===== src/rtl/line_anim_ctrl_if.sv =====
// Drawer handshake and framebuffer write port of line_anim_ctrl.
// master = sequencer side, slave = drawer plus framebuffer side.
interface line_anim_ctrl_if #(
  parameter int COORD_W = 11
);
  logic               ld_start;
  logic               ld_done;
  logic               ld_valid;
  logic [COORD_W-1:0] ld_x;
  logic [COORD_W-1:0] ld_y;
  logic [COORD_W-1:0] ld_x0;
  logic [COORD_W-1:0] ld_y0;
  logic [COORD_W-1:0] ld_x1;
  logic [COORD_W-1:0] ld_y1;
  logic [COORD_W-1:0] pix_x;
  logic [COORD_W-1:0] pix_y;
  logic               pix_color;
  logic               pix_write;

  modport master (
    output ld_start,
    output ld_x0,
    output ld_y0,
    output ld_x1,
    output ld_y1,
    output pix_x,
    output pix_y,
    output pix_color,
    output pix_write,
    input  ld_done,
    input  ld_valid,
    input  ld_x,
    input  ld_y
  );

  modport slave (
    input  ld_start,
    input  ld_x0,
    input  ld_y0,
    input  ld_x1,
    input  ld_y1,
    input  pix_x,
    input  pix_y,
    input  pix_color,
    input  pix_write,
    output ld_done,
    output ld_valid,
    output ld_x,
    output ld_y
  );
endinterface


===== src/rtl/line_anim_ctrl.sv =====
// line_anim_ctrl: clear/draw/hold/erase/step sequencer around a line drawer.
// Define LINE_ANIM_TRAIL_EN to skip the erase pass so lines pile up as a trail.
module line_anim_ctrl #(
  parameter int COORD_W     = 11,
  parameter int SCREEN_W    = 640,
  parameter int SCREEN_H    = 480,
  parameter int X0          = 20,
  parameter int Y0          = 20,
  parameter int STEP_X      = 1,
  parameter int STEP_Y      = 1,
  parameter int HOLD_CYCLES = 1000
) (
  input  logic             clk,
  input  logic             reset,
  input  logic             enable,
  input  logic             clear_req,
  line_anim_ctrl_if.master bus,
  output logic             busy,
  output logic [15:0]      frame_count
);

  typedef enum logic [2:0] {
    CLEAR,
    DRAW,
    HOLD,
    ERASE,
    STEP
  } state_t;

  localparam int SW  = COORD_W + 1;
  localparam int HCW = (HOLD_CYCLES > 1) ? $clog2(HOLD_CYCLES) : 1;

  localparam logic [COORD_W-1:0] X0C  = COORD_W'(X0);
  localparam logic [COORD_W-1:0] Y0C  = COORD_W'(Y0);
  localparam logic [COORD_W-1:0] XMAX = COORD_W'(SCREEN_W - 1);
  localparam logic [COORD_W-1:0] YMAX = COORD_W'(SCREEN_H - 1);

  localparam logic signed [SW-1:0] SX   = SW'(STEP_X);
  localparam logic signed [SW-1:0] SY   = SW'(STEP_Y);
  localparam logic signed [SW-1:0] XLIM = SW'(SCREEN_W - 1);
  localparam logic signed [SW-1:0] YLIM = SW'(SCREEN_H - 1);

  localparam logic [HCW-1:0] HOLD_LAST = HCW'(HOLD_CYCLES - 1);

`ifdef LINE_ANIM_TRAIL_EN
  localparam state_t AFTER_HOLD = STEP;
`else
  localparam state_t AFTER_HOLD = ERASE;
`endif

  state_t             state;
  state_t             state_n;
  logic               live;
  logic [COORD_W-1:0] sweep_x;
  logic [COORD_W-1:0] sweep_y;
  logic [COORD_W-1:0] x1;
  logic [COORD_W-1:0] y1;
  logic               dx_neg;
  logic               dy_neg;
  logic [HCW-1:0]     hold_cnt;
  logic               clear_pending;
  logic               start_q;
  logic [15:0]        frame_cnt;

  logic               sweep_last;
  logic               hold_done;
  logic signed [SW-1:0] nx;
  logic signed [SW-1:0] ny;
  logic [COORD_W-1:0] x1_n;
  logic [COORD_W-1:0] y1_n;
  logic               dx_n;
  logic               dy_n;

  assign sweep_last = (sweep_x == XMAX) && (sweep_y == YMAX);
  assign hold_done  = (hold_cnt == HOLD_LAST);

  always_comb begin
    state_n = state;
    unique case (state)
      CLEAR: if (live && sweep_last) state_n = DRAW;
      DRAW:  if (bus.ld_done) state_n = HOLD;
      HOLD: begin
        if (hold_done && enable) begin
          state_n = clear_pending ? CLEAR : AFTER_HOLD;
        end
      end
      ERASE: if (bus.ld_done) state_n = STEP;
      STEP:  state_n = DRAW;
      default: state_n = CLEAR;
    endcase
  end

  // Endpoint step with bounce; sign bit of the widened sum catches underflow.
  always_comb begin
    nx = dx_neg ? ($signed({1'b0, x1}) - SX)
                : ($signed({1'b0, x1}) + SX);
    ny = dy_neg ? ($signed({1'b0, y1}) - SY)
                : ($signed({1'b0, y1}) + SY);
    x1_n = nx[COORD_W-1:0];
    y1_n = ny[COORD_W-1:0];
    dx_n = dx_neg;
    dy_n = dy_neg;
    if (nx > XLIM) begin
      x1_n = XMAX;
      dx_n = 1'b1;
    end else if (nx[SW-1]) begin
      x1_n = '0;
      dx_n = 1'b0;
    end
    if (ny > YLIM) begin
      y1_n = YMAX;
      dy_n = 1'b1;
    end else if (ny[SW-1]) begin
      y1_n = '0;
      dy_n = 1'b0;
    end
  end

  always_ff @(posedge clk or negedge reset) begin
    if (!reset) begin
      state         <= CLEAR;
      live          <= 1'b0;
      sweep_x       <= '0;
      sweep_y       <= '0;
      x1            <= X0C;
      y1            <= Y0C;
      dx_neg        <= 1'b0;
      dy_neg        <= 1'b0;
      hold_cnt      <= '0;
      clear_pending <= 1'b0;
      start_q       <= 1'b0;
      frame_cnt     <= '0;
    end else begin
      state   <= state_n;
      live    <= 1'b1;
      start_q <= (state_n != state) &&
                 ((state_n == DRAW) || (state_n == ERASE));

      if (clear_req) begin
        clear_pending <= 1'b1;
      end else if ((state == CLEAR) && live && sweep_last) begin
        clear_pending <= 1'b0;
      end

      if ((state == CLEAR) && live) begin
        if (sweep_x == XMAX) begin
          sweep_x <= '0;
          sweep_y <= sweep_last ? '0 : sweep_y + 1'b1;
        end else begin
          sweep_x <= sweep_x + 1'b1;
        end
      end

      // Count saturates so a paused HOLD resumes on the first enabled cycle.
      if (state != HOLD) begin
        hold_cnt <= '0;
      end else if (!hold_done) begin
        hold_cnt <= hold_cnt + 1'b1;
      end

      if ((state == DRAW) && bus.ld_done) begin
        frame_cnt <= frame_cnt + 1'b1;
      end

      if (state == STEP) begin
        x1     <= x1_n;
        y1     <= y1_n;
        dx_neg <= dx_n;
        dy_neg <= dy_n;
      end
    end
  end

  always_comb begin
    bus.pix_x     = bus.ld_x;
    bus.pix_y     = bus.ld_y;
    bus.pix_color = 1'b0;
    bus.pix_write = 1'b0;
    unique case (1'b1)
      (state == CLEAR): begin
        bus.pix_x     = sweep_x;
        bus.pix_y     = sweep_y;
        bus.pix_write = live;
      end
      (state == DRAW): begin
        bus.pix_color = 1'b1;
        bus.pix_write = bus.ld_valid;
      end
      (state == ERASE): begin
        bus.pix_write = bus.ld_valid;
      end
      default: begin
        bus.pix_write = 1'b0;
      end
    endcase
  end

  assign bus.ld_start = start_q;
  assign bus.ld_x0    = X0C;
  assign bus.ld_y0    = Y0C;
  assign bus.ld_x1    = x1;
  assign bus.ld_y1    = y1;
  assign busy         = (state != HOLD);
  assign frame_count  = frame_cnt;

endmodule


===== src/flat_wrapper.sv =====
// flat-port wrapper written by rule: the top's interface ports become plain ports
module line_anim_ctrl_flat 
#(
  parameter int COORD_W     = 11,
  parameter int SCREEN_W    = 640,
  parameter int SCREEN_H    = 480,
  parameter int X0          = 20,
  parameter int Y0          = 20,
  parameter int STEP_X      = 1,
  parameter int STEP_Y      = 1,
  parameter int HOLD_CYCLES = 1000
)
  (clk, reset, enable, clear_req, busy, frame_count, bus_ld_start, bus_ld_x0, bus_ld_y0, bus_ld_x1, bus_ld_y1, bus_pix_x, bus_pix_y, bus_pix_color, bus_pix_write, bus_ld_done, bus_ld_valid, bus_ld_x, bus_ld_y);
  line_anim_ctrl_if #(.COORD_W(COORD_W)) bus_i ();
  input  logic clk;
  input  logic reset;
  input  logic enable;
  input  logic clear_req;
  output logic busy;
  output logic [15:0] frame_count;
  output wire logic [$bits(bus_i.ld_start)-1:0] bus_ld_start;
  output wire logic [$bits(bus_i.ld_x0)-1:0] bus_ld_x0;
  output wire logic [$bits(bus_i.ld_y0)-1:0] bus_ld_y0;
  output wire logic [$bits(bus_i.ld_x1)-1:0] bus_ld_x1;
  output wire logic [$bits(bus_i.ld_y1)-1:0] bus_ld_y1;
  output wire logic [$bits(bus_i.pix_x)-1:0] bus_pix_x;
  output wire logic [$bits(bus_i.pix_y)-1:0] bus_pix_y;
  output wire logic [$bits(bus_i.pix_color)-1:0] bus_pix_color;
  output wire logic [$bits(bus_i.pix_write)-1:0] bus_pix_write;
  input wire logic [$bits(bus_i.ld_done)-1:0] bus_ld_done;
  input wire logic [$bits(bus_i.ld_valid)-1:0] bus_ld_valid;
  input wire logic [$bits(bus_i.ld_x)-1:0] bus_ld_x;
  input wire logic [$bits(bus_i.ld_y)-1:0] bus_ld_y;
  assign bus_ld_start = bus_i.ld_start;
  assign bus_ld_x0 = bus_i.ld_x0;
  assign bus_ld_y0 = bus_i.ld_y0;
  assign bus_ld_x1 = bus_i.ld_x1;
  assign bus_ld_y1 = bus_i.ld_y1;
  assign bus_pix_x = bus_i.pix_x;
  assign bus_pix_y = bus_i.pix_y;
  assign bus_pix_color = bus_i.pix_color;
  assign bus_pix_write = bus_i.pix_write;
  assign bus_i.ld_done = bus_ld_done;
  assign bus_i.ld_valid = bus_ld_valid;
  assign bus_i.ld_x = bus_ld_x;
  assign bus_i.ld_y = bus_ld_y;
  line_anim_ctrl #(.COORD_W(COORD_W), .SCREEN_W(SCREEN_W), .SCREEN_H(SCREEN_H), .X0(X0), .Y0(Y0), .STEP_X(STEP_X), .STEP_Y(STEP_Y), .HOLD_CYCLES(HOLD_CYCLES)) u_core (.clk(clk), .reset(reset), .enable(enable), .clear_req(clear_req), .bus(bus_i), .busy(busy), .frame_count(frame_count));
endmodule

===== config.mk =====
export PLATFORM = sky130hd
export DESIGN_NAME = line_anim_ctrl_flat
export DESIGN_NICKNAME = d
export VERILOG_FILES = /design/src/rtl/line_anim_ctrl_if.sv /design/src/rtl/line_anim_ctrl.sv /design/src/flat_wrapper.sv
export SDC_FILE = /design/constraint.sdc
export NUM_CORES = 1
export LEC_CHECK = 0
export CAP_MARGIN = 20
export CORE_ASPECT_RATIO = 0.75
export CORE_UTILIZATION = 55
export DETAILED_ROUTE_END_ITERATION = 16
export GPL_TIMING_DRIVEN = 0
export PLACE_DENSITY_LB_ADDON = 0.3
export SETUP_SLACK_MARGIN = 0.1
export SYNTH_ARGS = -nofsm -noshare
export SYNTH_HDL_FRONTEND = slang
export SYNTH_SLANG_ARGS = --single-unit

===== constraint.sdc =====
create_clock -name clk -period 7 [get_ports clk]
set_input_delay 1.4 -clock clk [delete_from_list [all_inputs] [get_ports clk]]
set_output_delay 1.4 -clock clk [all_outputs]
set_load 0.01 [all_outputs]

==> summary.md, run 1 <==
| Metric | Value |
|---|---|
| Run status | complete, no violations |
| Maximum count of clock buffers along a single path | 2 |
| Main area contributors after synthesis | sky130_fd_sc_hd__dfrtp_1 (36%), sky130_fd_sc_hd__ha_1 (5.8%), sky130_fd_sc_hd__mux2_2 (5.0%) |
| Maximum achievable frequency | 0.251 GHz |
| Avg Vias per Cell | 5.60 |
| Clock latency of the later-clocked register in the worst-skew pair | 340 ps |
| Global-route congestion overflow total | 0 |
| Count of flip-flops with a built-in enable after synthesis | 0 |
| Number of cells in the finished layout apart from fillers | 786 |
| Antenna-violating nets left | 0 |
| Final core utilization | 73.0% |
| Final period util | 56.9% |
| TritonRoute pass-1 iters | 4 |
| Hold Slack | 470 ps |
| DIE HEIGHT | 85.8 microns |
| Worst reg2reg startpoint | u_core.dy_neg$_DFFE_PN0P_ |
| Storage cell area | 0.00196 sq mm |
| Proportion of layout cells with a drive suffix above 1 | 14.7% |
| Flip-flop and latch count after synthesis | 78 |
| Hold Fails Final Rpt | 0 |
| Sum of buffers and inverters on the critical path | 2 |
| Detailed Route WL | 11.8 mm |
| Setup-violating endpoint count in the final report | 0 |
| Worst-path fanout max | 1 |
| TritonCTS sink count | 78 |
| Worst path max stage delay | 500 ps |
| Instance area at placement | 0.00632 sq mm |
| Reported max-cap violation count | 0 |
| Total power divided by cell area | 185 mW/mm^2 |
| Starting utilization of the core area | 56.7% |
| Cell repeated most along the worst path | sky130_fd_sc_hd__clkdlybuf4s50_1 |
| Minimum setup slack after placement | 3030 ps |
| Top cell type by total area after synthesis | sky130_fd_sc_hd__dfrtp_1 |
| Number of DRC markers in iteration 0 | 240 |
| Count of nets after finishing | 707 |
| Min-delay worst type | reg -> reg |
| Pins Over Slew Limit | 0 |
| Clock tree from TritonCTS | done |
| Number of distinct library cell variants in the gate-level netlist after synthesis | 73 |
| Worst VDD drop | 196 uV |
| Total of cells resized after clock tree synthesis | 0 |
| Pin count of the biggest net entering global routing | 64 |
| Number of global-route vias before repair | 4263 |
| Multi-input combinational cell area | 0.00298 sq mm |
| Wire length of the first global-routing pass | 20.1 mm |
| Category of the worst setup path launch point | primary input |
| Clock input transition at the sequential cells of the worst setup and hold paths | 60 ps |
| Root buf cell | sky130_fd_sc_hd__clkbuf_16 |
| Static Leak | 3.08 nW |
| Fin Setup TNS | 0 ps |
| Routed via count | 4400 |
| Aggregate global-route resource usage | 25.9% |
| Site row count | 30 |
| Slowest cell on the critical path | sky130_fd_sc_hd__clkdlybuf4s50_1 |
| Actual slew at the worst max-slew pin | 585 ps |
| CP startpoint | bus_ld_y[7] |
| Post-layout total power | 1.22 mW |
| Port Buffer Count | 91 |
| Cell count after placement | 770 |
| Per-cell routed wire length | 15.1 microns |
| Post-Synthesis Mean Instance Area | 9.73 sq um |
| Primary flip-flop cell chosen by synthesis mapping | sky130_fd_sc_hd__dfrtp_1 |
| Post-synth top cells | sky130_fd_sc_hd__dfrtp_1 (74), sky130_fd_sc_hd__nand2_1 (54), sky130_fd_sc_hd__nor2_1 (42), sky130_fd_sc_hd__a21oi_1 (29), sky130_fd_sc_hd__xor2_1 (27) |
| Setup slack of the critical path after layout | 3020 ps |
| Growth of design area from synthesis to finish | 28.8% |
| Data arrival time of the critical path | 2580 ps |
| Number of standard cells after synthesis | 529 |
| FFs w/ async S/R, synth | 100% |
| Worst Skew | 6.73 ps |
| Buffers inserted during post-CTS setup optimization | 0 |
| Critical Path End Type | primary output |
| Area fraction of the dominant cell type after synthesis | 36.0% |
| Area of the die | 0.00975 sq mm |
| Yosys warns | 0 |
| GP Congestion | 0.862 |
| Critical Path, Cell by Cell | clkdlybuf4s50_1 -> mux2_2 -> clkdlybuf4s50_1 |
| Cell with the most instances after synthesis | sky130_fd_sc_hd__dfrtp_1 |
| Post-synthesis cell area | 0.00515 sq mm |
| Worst Min Path Start | u_core.frame_count[15]$_DFFE_PN0P_ |
| Setup repair after global routing missed its margin | no |
| Path type of the worst setup path | in -> out |
| Total I/O pin count | 114 |
| Number of fillers in the final layout | 689 |
| Min cycle time layout | 3980 ps |
| Num CTS Buffers | 9 |
| Cell area after layout | 0.00663 sq mm |
| Chip width | 114 microns |
| Post-synthesis sequential area ratio | 38.0% |
| Final HPWL DP | 8.68 mm |
| Count of hold-fix buffers inserted at cts | 0 |
| Initial antenna violation count | 0 |
| Worst Path Required | 5600 ps |
| Number of levels the H-tree was split into | 3 |
| Family with the most delay on the worst path | buffers and inverters |
| Count of inserted antenna diode cells | 0 |
| DR DRC count | 0 |
| Core Region | 0.00908 sq mm |
| Relative slew margins | 61.0% |
-- cell families (layout without fill, tap and decap cells) --
family	after synthesis	after routing	share of synthesized area, %
simple gates	192	192	20.2
buf+inv	47	155	5.64
mux	24	24	5.23
fa+ha+maj	26	26	6.61
flops	78	78	38.0
compound gates	110	110	15.5
xor+xnor	50	50	8.65
other cells	2	23	0.146
-- cell usage in the layout (no fill, tap or decap), drive strengths merged, types with 5 or more instances in the layout --
cell type / count
nand4: 13
nand2: 54
nand3: 25
buf: 31
a32oi: 13
clkbuf: 16
xor2: 27
nor3: 8
or3: 7
ha: 24
inv: 14
xnor2: 23
nor2: 43
o21ai: 21
conb: 23
a211oi: 6
nor2b: 5
dfrtp: 74
a21o: 7
and2: 9
clkdlybuf4s50: 90
and3: 9
mux2: 23
a21oi: 30
-- per-layer routing --
layer | routed length (microns) | global-route usage (%) | share of wire [%]
met4 | 147 | 7.18 | 1.2
met2 | 5670 | 42.4 | 48
met3 | 604 | 5.37 | 5.1
met1 | 5430 | 35.0 | 46
met5 | 0 | 0 | 0
-- registers in the layout, summed over array words and instances (netlist names) --
| register | cells |
|---|---|
| u_core.clear_pending | 1 |
| u_core.bus.ld_x1 | 11 |
| u_core.live | 1 |
| u_core.bus.ld_y1 | 11 |
| u_core.bus.ld_start | 1 |
| u_core.state | 3 |
| u_core.dx_neg | 1 |
| u_core.frame_count | 16 |
| u_core.sweep_x | 11 |
| u_core.dy_neg | 1 |
| u_core.sweep_y | 11 |
| u_core.hold_cnt | 10 |
-- path summary, 6_finish.rpt --
| path | to | cells past startpoint | slack, ps |
|---|---|---|---|
| max in group asynchronous | u_core.bus.ld_y1[4]$_DFFE_PN1P_ | 2 | 5470 |
| min reg2reg | u_core.frame_count[15]$_DFFE_PN0P_ | 1 | 470 |
| max reg2reg | u_core.dy_neg$_DFFE_PN0P_ | 7 | 4110 |
| min | u_core.frame_count[15]$_DFFE_PN0P_ | 1 | 470 |
| max | bus_pix_y[7] | 3 | 3020 |
| min in group asynchronous | u_core.sweep_x[7]$_DFFE_PN0P_ | 1 | 920 |
-- layout make-up --
type / count / share of cell area, %
Inverter: 12 / 0.679
Clock inverter: 6 / 1.04
Multi-Input combinational cell: 425 / 44.9
Buffer: 35 / 3.70
Clock buffer: 10 / 3.60
Sequential cell: 78 / 29.5
Timing Repair Buffer: 92 / 14.1
Tap cell: 128 / 2.42
-- power breakdown --
group          internal (mW)  total (mW)  switching [mW]
logic                  0.136       0.236           0.101
clock network          0.288       0.484           0.196
registers              0.474       0.503          0.0289
total                  0.898        1.22           0.325
(Power assumes the default switching activity.)
==> inputs of run 2 (changes only) <==
--- a/config.mk
+++ b/config.mk
@@ -7,7 +7,7 @@
 export LEC_CHECK = 0
 export CAP_MARGIN = 20
 export CORE_ASPECT_RATIO = 0.75
-export CORE_UTILIZATION = 55
+export CORE_UTILIZATION = 52
 export DETAILED_ROUTE_END_ITERATION = 16
 export GPL_TIMING_DRIVEN = 0
 export PLACE_DENSITY_LB_ADDON = 0.3
==> constraint.sdc (replaced) <==
create_clock -name clk -period 3.8 [get_ports clk]
set_input_delay 0.76 -clock clk [delete_from_list [all_inputs] [get_ports clk]]
set_output_delay 0.76 -clock clk [all_outputs]
set_load 0.01 [all_outputs]
==> run 2 against run 1 <==
  * First-iteration DRC count fell by 9.2%
  * Via count fell by 0.80%
  * Wire length rose by 1.7%
  * Sequential share of layout area fell by 0.19 points
  * Register-to-register slack got worse by 3200 ps
  * Power rose by 93%
  * Clock skew rose by 1.3 ps
  * Critical path depth rose by 2
  * Sequential cell count did not move
  * Cell count rose by 0.51%
  * Combinational power rose by 84%
==> summary.md, run 2 (same netlist as run 1, synthesis figures left out) <==
| Metric | Value |
|---|---|
| Reported max-cap violation count | 0 |
| Area of the die | 0.0103 sq mm |
| Detailed Route WL | 12.0 mm |
| Worst VDD drop | 261 uV |
| Initial antenna violation count | 0 |
| Total of cells resized after clock tree synthesis | 0 |
| Clock input transition at the sequential cells of the worst setup and hold paths | 60 ps |
| Worst Skew | 8.02 ps |
| Pins Over Slew Limit | 0 |
| Cell area after layout | 0.00667 sq mm |
| Path type of the worst setup path | reg -> out |
| Final period util | 88.0% |
| Total I/O pin count | 114 |
| Site row count | 31 |
| Cell count after placement | 774 |
| Chip width | 117 microns |
| Hold Fails Final Rpt | 0 |
| Avg Vias per Cell | 5.53 |
| Setup-violating endpoint count in the final report | 0 |
| Port Buffer Count | 91 |
| Clock tree from TritonCTS | done |
| Routed via count | 4365 |
| Total power divided by cell area | 353 mW/mm^2 |
| Wire length of the first global-routing pass | 19.7 mm |
| Data arrival time of the critical path | 2580 ps |
| Proportion of layout cells with a drive suffix above 1 | 14.7% |
| Min-delay worst type | in -> async |
| Pin count of the biggest net entering global routing | 64 |
| Antenna-violating nets left | 0 |
| DR DRC count | 0 |
| Root buf cell | sky130_fd_sc_hd__clkbuf_16 |
| Final HPWL DP | 8.77 mm |
| TritonCTS sink count | 78 |
| Maximum achievable frequency | 0.299 GHz |
| Starting utilization of the core area | 53.5% |
| Instance area at placement | 0.00633 sq mm |
| Growth of design area from synthesis to finish | 29.6% |
| Maximum count of clock buffers along a single path | 2 |
| Actual slew at the worst max-slew pin | 645 ps |
| Count of hold-fix buffers inserted at cts | 0 |
| Core Region | 0.00962 sq mm |
| Most common cell after layout, fill and taps aside | sky130_fd_sc_hd__clkdlybuf4s50_1 |
| Hold Slack | 289 ps |
| Setup repair after global routing missed its margin | no |
| Number of global-route vias before repair | 4179 |
| Relative slew margins | 57.0% |
| Min cycle time layout | 3340 ps |
| Run status | complete, no violations |
| Buffers inserted during post-CTS setup optimization | 0 |
| Static Leak | 3.09 nW |
| Per-cell routed wire length | 15.2 microns |
| Clock latency of the later-clocked register in the worst-skew pair | 330 ps |
| Count of inserted antenna diode cells | 0 |
| Highest-count cells in the layout ignoring fill and taps | sky130_fd_sc_hd__clkdlybuf4s50_1 (90), sky130_fd_sc_hd__dfrtp_1 (74), sky130_fd_sc_hd__nand2_1 (54) |
| Count of nets after finishing | 707 |
| Number of levels the H-tree was split into | 3 |
| Fin Setup TNS | 0 ps |
| Worst-path fanout max | 10 |
| Number of DRC markers in iteration 0 | 218 |
| Max reg flops | 16 |
| Aggregate global-route resource usage | 24.8% |
| Number of cells in the finished layout apart from fillers | 790 |
| Num CTS Buffers | 9 |
| DIE HEIGHT | 88.2 microns |
| TritonRoute pass-1 iters | 4 |
| Category of the worst setup path launch point | flop |
| GP Congestion | 0.905 |
| Global-route congestion overflow total | 0 |
| Critical Path End Type | primary output |
| Final core utilization | 69.4% |
| Worst Path Required | 3040 ps |
## run 2: final cells by class
class / count / area, sq um
multi-input combinational: 425 / 2980
fill: 779 / 2950
tap: 132 / 165
buffer: 35 / 245
clock inverter: 7 / 120
sequential: 78 / 1960
timing repair buffer: 92 / 936
clock buffer: 9 / 225
inverter: 12 / 45.0
## run 2: critical path, cell delays in order (launching register included)
cell	delay (ps)
sky130_fd_sc_hd__dfrtp_1	360
sky130_fd_sc_hd__buf_4	160
sky130_fd_sc_hd__nor3_1	510
sky130_fd_sc_hd__buf_2	360
sky130_fd_sc_hd__mux2_2	370
sky130_fd_sc_hd__clkdlybuf4s50_1	490
## run 2: through the flow
stage | setup WS (ps) | power, mW
floorplan | 1440 | 1.17
global placement | -755 | 1.36
detailed placement | 775 | 1.37
CTS | 376 | 2.38
global route | 284 | 2.45
finish | 457 | 2.36
## run 2: per-layer routing
layer	vias up	global-route usage [%]	share of wire, %
li1	2123	-	-
met1	2092	33.2	46
met2	132	38.9	47
met3	18	6.37	5.2
met5	-	0	0
met4	0	9.21	1.7
## run 2: power by group
| group | internal [mW] | leakage, nW | total (mW) | switching (mW) |
|---|---|---|---|---|
| logic | 0.251 | 1.88 | 0.434 | 0.183 |
| clock network | 0.644 | 0.166 | 0.997 | 0.353 |
| registers | 0.873 | 1.04 | 0.925 | 0.0518 |
| total | 1.77 | 3.09 | 2.36 | 0.587 |
## run 2: worst paths after layout
check	slack (ps)	endpoint	depth (start not counted)	from
min in group clk	480	u_core.frame_count[15]$_DFFE_PN0P_	1	u_core.frame_count[15]$_DFFE_PN0P_
min	290	u_core.sweep_x[8]$_DFFE_PN0P_	1	reset
min reg2reg	480	u_core.frame_count[15]$_DFFE_PN0P_	1	u_core.frame_count[15]$_DFFE_PN0P_
max in group asynchronous	2900	u_core.bus.ld_y1[4]$_DFFE_PN1P_	2	reset
max reg2reg	910	u_core.dy_neg$_DFFE_PN0P_	7	u_core.dy_neg$_DFFE_PN0P_
max	460	bus_pix_y[9]	5	u_core.state[0]$_DFF_PN0_
==> inputs of run 3 (changes only) <==
--- a/config.mk
+++ b/config.mk
@@ -8,8 +8,8 @@
 export CAP_MARGIN = 20
 export CORE_ASPECT_RATIO = 0.75
 export CORE_UTILIZATION = 52
+export CTS_BUF_LIST = sky130_fd_sc_hd__clkbuf_16
 export DETAILED_ROUTE_END_ITERATION = 16
-export GPL_TIMING_DRIVEN = 0
 export PLACE_DENSITY_LB_ADDON = 0.3
 export SETUP_SLACK_MARGIN = 0.1
 export SYNTH_ARGS = -nofsm -noshare
==> run 3 against run 2 <==
  * Sequential share of layout area increased by 1.3 points
  * Cell area decreased by 4.3%
  * Wire length decreased by 7.6%
  * Clock skew decreased by 2.5 ps
  * Register-to-register slack improved by 130 ps
  * Cell count decreased by 4.3%
  * Clock power decreased by 8.3%
  * Non-clock buffer count decreased by 34
  * Critical endpoint is now bus_pix_x[6]
==> summary.md, run 3 (same netlist as run 1, synthesis figures left out) <==
| Metric | Value |
|---|---|
| Number of DRC markers in iteration 0 | 241 |
| Minimum setup slack after placement | 1100 ps |
| Worst Path Required | 3040 ps |
| Routed via count | 4236 |
| Per-cell routed wire length | 14.7 microns |
| Post-layout total power | 2.24 mW |
| Initial antenna violation count | 0 |
| Static Leak | 2.92 nW |
| Slowest cell on the critical path | sky130_fd_sc_hd__dfrtp_1 |
| Clock input transition at the sequential cells of the worst setup and hold paths | 60 ps |
| Total I/O pin count | 114 |
| Count of inserted antenna diode cells | 0 |
| Relative slew margins | 35.6% |
| Worst Skew | 5.54 ps |
| Core Region | 0.00962 sq mm |
| Clock tree from TritonCTS | done |
| Critical Path, Cell by Cell | nor3_2 -> buf_4 -> mux2_2 -> clkdlybuf4s50_1 |
| Root buf cell | sky130_fd_sc_hd__clkbuf_16 |
| TritonRoute pass-1 iters | 4 |
| Worst VDD drop | 228 uV |
| Setup repair after global routing missed its margin | no |
| Min-delay worst type | reg -> reg |
| Max reg flops | 16 |
| Data arrival time of the critical path | 2240 ps |
| Most common cell after layout, fill and taps aside | sky130_fd_sc_hd__clkdlybuf4s50_1 |
| Total of cells resized after clock tree synthesis | 0 |
| Storage cell area | 0.00196 sq mm |
| Number of fillers in the final layout | 790 |
| Proportion of layout cells with a drive suffix above 1 | 10.7% |
| GP Congestion | 0.912 |
| Min cycle time layout | 3000 ps |
| Wire length of the first global-routing pass | 18.5 mm |
| Final HPWL DP | 8.03 mm |
| Pins Over Slew Limit | 0 |
| Actual slew at the worst max-slew pin | 965 ps |
| Number of levels the H-tree was split into | 3 |
| Port Buffer Count | 91 |
| Clock latency of the later-clocked register in the worst-skew pair | 340 ps |
| Total power divided by cell area | 351 mW/mm^2 |
| Routing usage on met2 | 37.4% |
| Fin Setup TNS | 0 ps |
| Pin count of the biggest net entering global routing | 79 |
| Antenna-violating nets left | 0 |
| Category of the worst setup path launch point | flop |
| TritonCTS sink count | 78 |
| Area of the die | 0.0103 sq mm |
| Detailed Route WL | 11.1 mm |
| Count of nets after finishing | 673 |
| Reported max-cap violation count | 0 |
| Aggregate global-route resource usage | 23.2% |
| Maximum count of clock buffers along a single path | 2 |
| Maximum achievable frequency | 0.334 GHz |
| Number of global-route vias before repair | 3963 |
| Hold Fails Final Rpt | 0 |
| Path type of the worst setup path | reg -> out |
| Setup-violating endpoint count in the final report | 0 |
| Site row count | 31 |
| Final period util | 78.8% |
| Growth of design area from synthesis to finish | 24.1% |
| Starting utilization of the core area | 53.5% |
| DIE HEIGHT | 88.2 microns |
| Multi-input combinational cell area | 0.00298 sq mm |
| Num CTS Buffers | 9 |
| Chip width | 117 microns |
| Setup slack of the critical path after layout | 804 ps |
| Highest-count cells in the layout ignoring fill and taps | sky130_fd_sc_hd__clkdlybuf4s50_1 (90), sky130_fd_sc_hd__dfrtp_1 (74), sky130_fd_sc_hd__nand2_1 (54) |
| Avg Vias per Cell | 5.60 |
| Global-route congestion overflow total | 0 |
| Met3 track utilization from global routing | 5.12% |
| Most utilized layer in the global route result | met2 |
| Buffers inserted during post-CTS setup optimization | 0 |
| Worst path max stage delay | 490 ps |
| Run status | complete, no violations |
| Worst-path fanout max | 23 |
| Count of hold-fix buffers inserted at cts | 0 |
| DR DRC count | 0 |
| M1 GR Usage | 31.3% |
| Critical Path End Type | primary output |
-- run 3: changes by cell type in the layout (fill, tap and decap cells not counted), moves of 3 or more --
cell                       change
sky130_fd_sc_hd__buf_2         -3
sky130_fd_sc_hd__buf_4        -21
sky130_fd_sc_hd__buf_6         -3
sky130_fd_sc_hd__clkbuf_1      -5
-- run 3: worst paths after layout --
path / from / end / slack [ps] / cells past startpoint
max: u_core.state[1]$_DFF_PN0_ / bus_pix_x[6] / 800 / 4
min: u_core.bus.ld_x1[4]$_DFFE_PN1P_ / u_core.bus.ld_x1[4]$_DFFE_PN1P_ / 480 / 2
max reg2reg: u_core.dx_neg$_DFFE_PN0P_ / u_core.bus.ld_x1[0]$_DFFE_PN0P_ / 1040 / 7
min reg2reg: u_core.bus.ld_x1[4]$_DFFE_PN1P_ / u_core.bus.ld_x1[4]$_DFFE_PN1P_ / 480 / 2
max in group asynchronous: reset / u_core.bus.ld_y1[3]$_DFFE_PN0P_ / 2610 / 1
min in group asynchronous: reset / u_core.sweep_x[8]$_DFFE_PN0P_ / 580 / 1
-- run 3: metrics by stage --
step                      instances  area [sq um]  utilization [%]  hold WS (ps)
after floorplan                 550          5230                -           450
after global placement          740          6070             63.2           457
after detailed placement        740          6070             63.2           472
after CTS                       756          6390             66.4           481
after global routing            756          6390             66.4           504
final                           756          6390             66.4           480
-- run 3: metal layers --
metal,vias to the layer above,part of all wire (%),wire (microns)
met5,-,0,0
met4,0,1.5,164
met3,17,5.3,586
met2,127,46,5140
met1,2043,47,5240
li1,2049,-,-
-- run 3: critical path: cells and delay by family, from the launching register on --
family,cells,cell delay [ps]
buffers and inverters,2,810
DFF,1,490
muxes,1,380
and+or+nand+nor,1,200
-- run 3: cell type report --
cell class	instances	share of cell area [%]
clock inverters	7	1.39
repair buffers	93	14.5
multi-input cells	425	46.7
clock buffers	9	3.53
inverters	12	0.705
well taps	132	2.59
flip-flops and latches	78	30.6
-- run 3: power by group --
| group | internal (mW) | total (mW) | switching (mW) |
|---|---|---|---|
| registers | 0.873 | 0.931 | 0.0581 |
| clock network | 0.571 | 0.914 | 0.343 |
| logic | 0.227 | 0.399 | 0.172 |
| total | 1.67 | 2.24 | 0.573 |
